<file path="src/rtl/soundgen_note_sequencer_if.sv">
// Register-side and audio-side signals of the note sequencer.
// The config master drives table writes and start/stop/loop; the sequencer drives audio/status.
interface soundgen_note_sequencer_if #(
  parameter int BW    = 8,
  parameter int DEPTH = 8
);
  localparam int AW = $clog2(DEPTH);

  logic          wr_en_i;
  logic [AW-1:0] wr_addr_i;
  logic [BW+3:0] wr_data_i;
  logic          start_i;
  logic          stop_i;
  logic          loop_i;
  logic          audio_o;
  logic          busy_o;
  logic [AW-1:0] note_idx_o;
  logic          done_o;

  modport master (
    output wr_en_i, wr_addr_i, wr_data_i, start_i, stop_i, loop_i,
    input  audio_o, busy_o, note_idx_o, done_o
  );

  modport slave (
    input  wr_en_i, wr_addr_i, wr_data_i, start_i, stop_i, loop_i,
    output audio_o, busy_o, note_idx_o, done_o
  );
endinterface

</file>
<file path="src/rtl/soundgen_note_sequencer.sv">
// Plays a melody from a writable note table as a square wave; each note costs one FETCH
// cycle plus dur*BEAT_LEN PLAY cycles. All outputs are registered; no backpressure.
module soundgen_note_sequencer #(
  parameter int BW       = 8,
  parameter int DEPTH    = 8,
  parameter int BEAT_LEN = 1000
) (
  input  logic                      clk_i,
  input  logic                      rst_ni,
  soundgen_note_sequencer_if.slave  bus
);
  localparam int AW = $clog2(DEPTH);
  localparam int EW = BW + 4;
  localparam int CW = $clog2(15 * BEAT_LEN + 1);

  typedef enum logic [1:0] {ST_IDLE, ST_FETCH, ST_PLAY} state_t;

  state_t        r_state, w_state_nxt;
  logic [EW-1:0] r_table [DEPTH];
  logic [AW-1:0] r_idx, w_idx_nxt;
  logic [BW-1:0] r_pitch, w_pitch_nxt;
  logic [BW-1:0] r_tone_cnt, w_tone_cnt_nxt;
  logic [3:0]    r_dur, w_dur_nxt;
  logic [CW-1:0] r_note_cnt, w_note_cnt_nxt;
  logic          r_audio, w_audio_nxt;
  logic          r_done, w_done_nxt;
  logic [EW-1:0] w_entry;
  logic [CW-1:0] w_note_last;

  assign w_entry     = r_table[r_idx];
  assign w_note_last = CW'(r_dur) * CW'(BEAT_LEN) - CW'(1);

  always_ff @(posedge clk_i or negedge rst_ni) begin
    if (!rst_ni) begin
      for (int i = 0; i < DEPTH; i++) r_table[i] <= '0;
    end else if (bus.wr_en_i) begin
      r_table[bus.wr_addr_i] <= bus.wr_data_i;
    end
  end

  always_ff @(posedge clk_i or negedge rst_ni) begin
    if (!rst_ni) begin
      r_state    <= ST_IDLE;
      r_idx      <= '0;
      r_pitch    <= '0;
      r_dur      <= '0;
      r_tone_cnt <= '0;
      r_note_cnt <= '0;
      r_audio    <= 1'b0;
      r_done     <= 1'b0;
    end else begin
      r_state    <= w_state_nxt;
      r_idx      <= w_idx_nxt;
      r_pitch    <= w_pitch_nxt;
      r_dur      <= w_dur_nxt;
      r_tone_cnt <= w_tone_cnt_nxt;
      r_note_cnt <= w_note_cnt_nxt;
      r_audio    <= w_audio_nxt;
      r_done     <= w_done_nxt;
    end
  end

  always_comb begin
    w_state_nxt    = r_state;
    w_idx_nxt      = r_idx;
    w_pitch_nxt    = r_pitch;
    w_dur_nxt      = r_dur;
    w_tone_cnt_nxt = r_tone_cnt;
    w_note_cnt_nxt = r_note_cnt;
    w_audio_nxt    = r_audio;
    w_done_nxt     = 1'b0;

    case (r_state)
      ST_IDLE: begin
        if (bus.start_i) begin
          w_state_nxt = ST_FETCH;
          w_idx_nxt   = '0;
        end
      end
      ST_FETCH: begin
        w_pitch_nxt    = w_entry[BW-1:0];
        w_dur_nxt      = w_entry[BW+3:BW];
        w_tone_cnt_nxt = '0;
        w_note_cnt_nxt = '0;
        w_audio_nxt    = 1'b0;
        if (w_entry[BW+3:BW] != 4'd0) begin
          w_state_nxt = ST_PLAY;
        end else if (bus.loop_i && r_idx != '0) begin
          // End marker past entry 0 rewinds; a marker at entry 0 always terminates.
          w_idx_nxt = '0;
        end else begin
          w_state_nxt = ST_IDLE;
          w_done_nxt  = 1'b1;
        end
      end
      ST_PLAY: begin
        if (r_pitch == '0) begin
          w_audio_nxt = 1'b0;
        end else if (r_tone_cnt == r_pitch - BW'(1)) begin
          w_tone_cnt_nxt = '0;
          w_audio_nxt    = ~r_audio;
        end else begin
          w_tone_cnt_nxt = r_tone_cnt + BW'(1);
        end

        if (r_note_cnt == w_note_last) begin
          w_idx_nxt      = r_idx + AW'(1);
          w_note_cnt_nxt = '0;
          w_audio_nxt    = 1'b0;
          if (r_idx == AW'(DEPTH - 1) && !bus.loop_i) begin
            w_state_nxt = ST_IDLE;
            w_done_nxt  = 1'b1;
          end else begin
            w_state_nxt = ST_FETCH;
          end
        end else begin
          w_note_cnt_nxt = r_note_cnt + CW'(1);
        end
      end
      default: w_state_nxt = ST_IDLE;
    endcase

    if (bus.stop_i) begin
      w_state_nxt = ST_IDLE;
      w_idx_nxt   = r_idx;
      w_audio_nxt = 1'b0;
      w_done_nxt  = 1'b0;
    end
  end

  assign bus.audio_o    = r_audio;
  assign bus.busy_o     = (r_state != ST_IDLE);
  assign bus.note_idx_o = r_idx;
  assign bus.done_o     = r_done;
endmodule

</file>
<file path="src/flat_wrapper.sv">
// flat-port wrapper written by rule: the top's interface ports become plain ports
module soundgen_note_sequencer_flat 
#(
  parameter int BW       = 8,
  parameter int DEPTH    = 8,
  parameter int BEAT_LEN = 1000
)
  (clk_i, rst_ni, bus_wr_en_i, bus_wr_addr_i, bus_wr_data_i, bus_start_i, bus_stop_i, bus_loop_i, bus_audio_o, bus_busy_o, bus_note_idx_o, bus_done_o);
  soundgen_note_sequencer_if #(.BW(BW), .DEPTH(DEPTH)) bus_i ();
  input  logic clk_i;
  input  logic rst_ni;
  input wire logic [$bits(bus_i.wr_en_i)-1:0] bus_wr_en_i;
  input wire logic [$bits(bus_i.wr_addr_i)-1:0] bus_wr_addr_i;
  input wire logic [$bits(bus_i.wr_data_i)-1:0] bus_wr_data_i;
  input wire logic [$bits(bus_i.start_i)-1:0] bus_start_i;
  input wire logic [$bits(bus_i.stop_i)-1:0] bus_stop_i;
  input wire logic [$bits(bus_i.loop_i)-1:0] bus_loop_i;
  output wire logic [$bits(bus_i.audio_o)-1:0] bus_audio_o;
  output wire logic [$bits(bus_i.busy_o)-1:0] bus_busy_o;
  output wire logic [$bits(bus_i.note_idx_o)-1:0] bus_note_idx_o;
  output wire logic [$bits(bus_i.done_o)-1:0] bus_done_o;
  assign bus_i.wr_en_i = bus_wr_en_i;
  assign bus_i.wr_addr_i = bus_wr_addr_i;
  assign bus_i.wr_data_i = bus_wr_data_i;
  assign bus_i.start_i = bus_start_i;
  assign bus_i.stop_i = bus_stop_i;
  assign bus_i.loop_i = bus_loop_i;
  assign bus_audio_o = bus_i.audio_o;
  assign bus_busy_o = bus_i.busy_o;
  assign bus_note_idx_o = bus_i.note_idx_o;
  assign bus_done_o = bus_i.done_o;
  soundgen_note_sequencer #(.BW(BW), .DEPTH(DEPTH), .BEAT_LEN(BEAT_LEN)) u_core (.clk_i(clk_i), .rst_ni(rst_ni), .bus(bus_i));
endmodule
</file>
<file path="config.mk">
export PLATFORM = sky130hd
export DESIGN_NAME = soundgen_note_sequencer_flat
export DESIGN_NICKNAME = d
export VERILOG_FILES = /design/src/rtl/soundgen_note_sequencer_if.sv /design/src/rtl/soundgen_note_sequencer.sv /design/src/flat_wrapper.sv
export SDC_FILE = /design/constraint.sdc
export NUM_CORES = 1
export LEC_CHECK = 0
export ABC_CLOCK_PERIOD_IN_PS = 5060
export BUFFER_PORTS_ARGS = -buffer_cell sky130_fd_sc_hd__buf_2
export CORE_UTILIZATION = 35
export CTS_CLUSTER_SIZE = 12
export DETAILED_ROUTE_END_ITERATION = 6
export PLACE_DENSITY = 0.48
export SLEW_MARGIN = 20
export SYNTH_ARGS = -nofsm -noshare
export SYNTH_HDL_FRONTEND = slang
export SYNTH_SLANG_ARGS = --single-unit
</file>
<file path="constraint.sdc">
create_clock -name clk_i -period 5.06 [get_ports clk_i]
set_clock_uncertainty 0.2 [all_clocks]
set_input_delay 1.012 -clock clk_i [delete_from_list [all_inputs] [get_ports clk_i]]
set_output_delay 1.012 -clock clk_i [all_outputs]
set_load 0.05 [all_outputs]
</file>
==> impl_metrics.ini <==
[status]
status = complete, no violations

[sta]
holdWs_ns = 0.303
setup_viol = 0
hold_viol = 0
tightestPinTransition_ns = 1.04
max_freq_ghz = 0.213
layout_min_cycle_time_ns = 4.69
slew-limit-headroom_pct = 30.4
drv_slew = 0
rsz0062_at_grt = false
fin_setup_tns_ns = 0
fin_crit_sh_pct = 92.7

[power]
internal-power_w = 0.00342
powerDensity_nw_per_um2 = 658
clkPwrFrac_pct = 22.2
vdd_drop_max_mv = 0.539
combinationalPowerShare_pct = 50.8
p_switching_w = 0.00220
p_leak_nw = 3.60
power_frac_seq_pct = 27.1
power_switching_share_pct = 39.2

[layout]
drive_gt1_share_pct = 31.3
num-fill-cells = 2047
num_antenna_cells = 0
fin_nets = 696
area_growth_syn_to_layout_pct = 14.4

[die]
die_h_um = 148
rows = 53
io_pins = 27
fp.dieW_um = 148
core_um2 = 21000
die_area_um2 = 21900
start_util_pct = 35.6

[grt]
grt_first_pass_wirelength_mm = 27.0
first_global_vias = 5078
antenna_found_initial = 0
grt_max_degree = 73
gr-usage-all-layers_pct = 16.0
grt_remaining_overflow = 0

[setup_path]
cp_slowest_cell = fa_1
reg2reg_setup_slack_ns = 0.37
setup.worst_path.start_class = flip-flop
end_kind = flip-flop
reg2reg_from = u_core.r_dur[1]
cpPeakStageDelay_ns = 0.70
cp.arrival_ns = 4.78
reg2regPathDepth = 13
worst_r2r_endpoint = u_core.r_note_cnt[9]
path_cells = fa_1 -> inv_1 -> fa_1 -> ha_1 -> nor2_1 -> a211oi_1 -> mux2_2 -> o41ai_1 -> a221oi_1 -> o31ai_2 -> buf_4 -> and2_1 -> nor2_1
cp_max_fo = 11
critPathRequiredTime_ns = 5.15
path_class = flip-flop to flip-flop

[hold_path]
worstHoldPathCells = 1
holdPathEnd = u_core.r_table[60]
hp-class = flip-flop to flip-flop
min-delay-start = u_core.r_table[60]

[place]
gp_congestion = 0.777
portBuffers = 26
place.detailed.hpwl_mm = 11.0

[clock_tree]
cts_root_buf = clkbuf_16
htreeDepth = 4
ctsResizeCount = 0
cts_buffers = 17
postCtsSetupBuffers = 0
cts_hold_buf = 0
cts_tree = done
clk_latency_ns = 0.42
cts_sinks = 137
cts_max_path_buffers = 2
clk_pin_slew_ns = 0.06

[yosys]
syn_nets = 665
synth_top_area_cell = dfrtp_1
ys_seq_area_share_pct = 45.9
synth.area.top_cells = dfrtp_1 (46%), mux2_2 (15%), mux4_2 (7.2%)
synth_edf_count = 0
synth_cell_types = 60
synth_top_flop_cell = dfrtp_1
synth_top_area_share_pct = 45.9
synthArstFlopShare_pct = 100
synth_warnings = 0
synth_area_per_cell_um2 = 12.2
netlist_instances = 612
syn_area_um2 = 7460
synth-seq-cells = 137

[drt]
wl_met2_mm = 7.16
wl_per_cell_um = 17.1
dr_total_vias = 4820
wl_mm = 15.9
firstDrtPassIters = 4
viasPerCell = 5.18
drc = 0
top_layer = met4
final_antenna_net_count = 0
met3WireLength_um = 423
routedLengthMet1_mm = 8.19
drt_iter0_markers = 186

[flow_run]
max_cap_viol_count = 0
## power by group through the flow
| stage | Combinational (W) | Clock (W) | Sequential (W) |
|---|---|---|---|
| CTS | 0.00286 | 0.00128 | 0.00152 |
| floorplan | 0.00236 | 0 | 0.00148 |
| detailed placement | 0.00285 | 0 | 0.00154 |
| global placement | 0.00280 | 0 | 0.00152 |
| global route | 0.00321 | 0.00132 | 0.00156 |
| finish | 0.00285 | 0.00125 | 0.00152 |
## Yosys cell counts, drive strengths merged (2+ instances only)
cell type / instances
buf: 9
or4: 2
o41ai: 2
nor3b: 3
nand4b: 4
and3: 6
a21o: 2
ha: 25
or3: 3
o211ai: 2
a31o: 2
xnor2: 28
a22o: 3
fa: 7
nor2b: 5
nand4: 9
a2111o: 2
a21oi: 17
nor2: 48
nand2: 26
o21ai: 17
nor3: 12
clkbuf: 15
dfrtp: 137
inv: 23
nand3: 11
nand3b: 2
xor2: 15
o31ai: 4
mux2i: 13
a211oi: 3
mux2: 100
mux4: 24
and2: 4
a31oi: 2
nand2b: 6
a211o: 2
## state kept, by name (all words and copies together), names as in the netlist
name	flops
u_core.bus.note_idx_o	3
u_core.r_state	2
u_core.r_tone_cnt	8
u_core.r_table	96
u_core.bus.audio_o	1
u_core.r_pitch	8
u_core.r_dur	4
u_core.bus.done_o	1
u_core.r_note_cnt	14
## worst max-delay path by stage
stage                               start                    end
final                     u_core.r_dur[1]   u_core.r_note_cnt[9]
after global routing      u_core.r_dur[1]   u_core.r_note_cnt[3]
after CTS                 u_core.r_dur[1]   u_core.r_note_cnt[9]
after detailed placement  u_core.r_dur[1]   u_core.r_note_cnt[5]
after global placement    u_core.r_dur[1]   u_core.r_note_cnt[5]
after floorplan           u_core.r_dur[1]  u_core.r_note_cnt[10]
## through the flow
stage                     instances  area, um^2  power [W]  setup WS, ns  util, %
after detailed placement        899        7940    0.00439         0.357     37.9
final                           931        8540    0.00562         0.368     40.7
after floorplan                 612        7460    0.00385         0.588        -
after global placement          899        7940    0.00432         0.479     37.9
after global routing            931        8540    0.00609         0.130     40.7
after CTS                       931        8530    0.00567         0.349     40.7
## metal layers
metal | track usage [%] | up-vias
met2 | 25.1 | 60
met5 | 0 | -
met1 | 22.3 | 2461
li1 | - | 2287
met3 | 3.46 | 12
met4 | 4.12 | 0
## worst max-delay path, delay by kind of cell, from the launching register on
family | cells | cell delay [ns]
adder cells (fa/ha/maj) | 3 | 1.61
AO/OA/AOI/OAI | 4 | 1.05
AND/OR/NAND/NOR | 3 | 0.55
flip-flops | 1 | 0.48
multiplexers | 1 | 0.39
buffers and inverters | 2 | 0.27
## cells in the final DEF (no fill, tap or decap), types with 3 or more instances in the layout
| master | n |
|---|---|
| a21oi_1 | 17 |
| and2_1 | 4 |
| and3_1 | 6 |
| buf_2 | 25 |
| buf_4 | 10 |
| clkbuf_16 | 17 |
| clkinv_2 | 3 |
| dfrtp_1 | 137 |
| fa_1 | 7 |
| ha_1 | 24 |
| inv_1 | 23 |
| inv_6 | 4 |
| mux2_2 | 100 |
| mux2i_1 | 13 |
| mux4_2 | 24 |
| nand2_1 | 26 |
| nand2b_1 | 6 |
| nand3_1 | 11 |
| nand4_1 | 9 |
| nand4b_1 | 4 |
| nor2_1 | 48 |
| nor2b_1 | 5 |
| nor3_1 | 10 |
| o21ai_0 | 16 |
| o31ai_1 | 3 |
| or3_1 | 3 |
| xnor2_1 | 28 |
| xor2_1 | 15 |
## cells by family (layout without fill, tap and decap cells)
| group | after synthesis | in the layout | synth area share, % |
|---|---|---|---|
| muxes | 137 | 137 | 24.1 |
| DFF | 137 | 137 | 45.9 |
| and+or+nand+nor | 145 | 145 | 9.71 |
| xor gates and xnor gates | 44 | 44 | 5.35 |
| AOI/OAI and AO/OA | 69 | 69 | 6.39 |
| buffers and inverters | 48 | 92 | 2.46 |
| adders and majority gates | 32 | 32 | 6.07 |
## final cells by class
| type | instances | area [um^2] | share of cell area (%) |
|---|---|---|---|
| well taps | 275 | 344 | 4.03 |
| repair buffers | 36 | 211 | 2.48 |
| flip-flops and latches | 137 | 3430 | 40.2 |
| clock inverters | 15 | 165 | 1.93 |
| inverters | 24 | 90.1 | 1.06 |
| multi-input cells | 427 | 3870 | 45.4 |
| clock buffers | 17 | 425 | 4.98 |
Power figures use the tool's default switching activity.
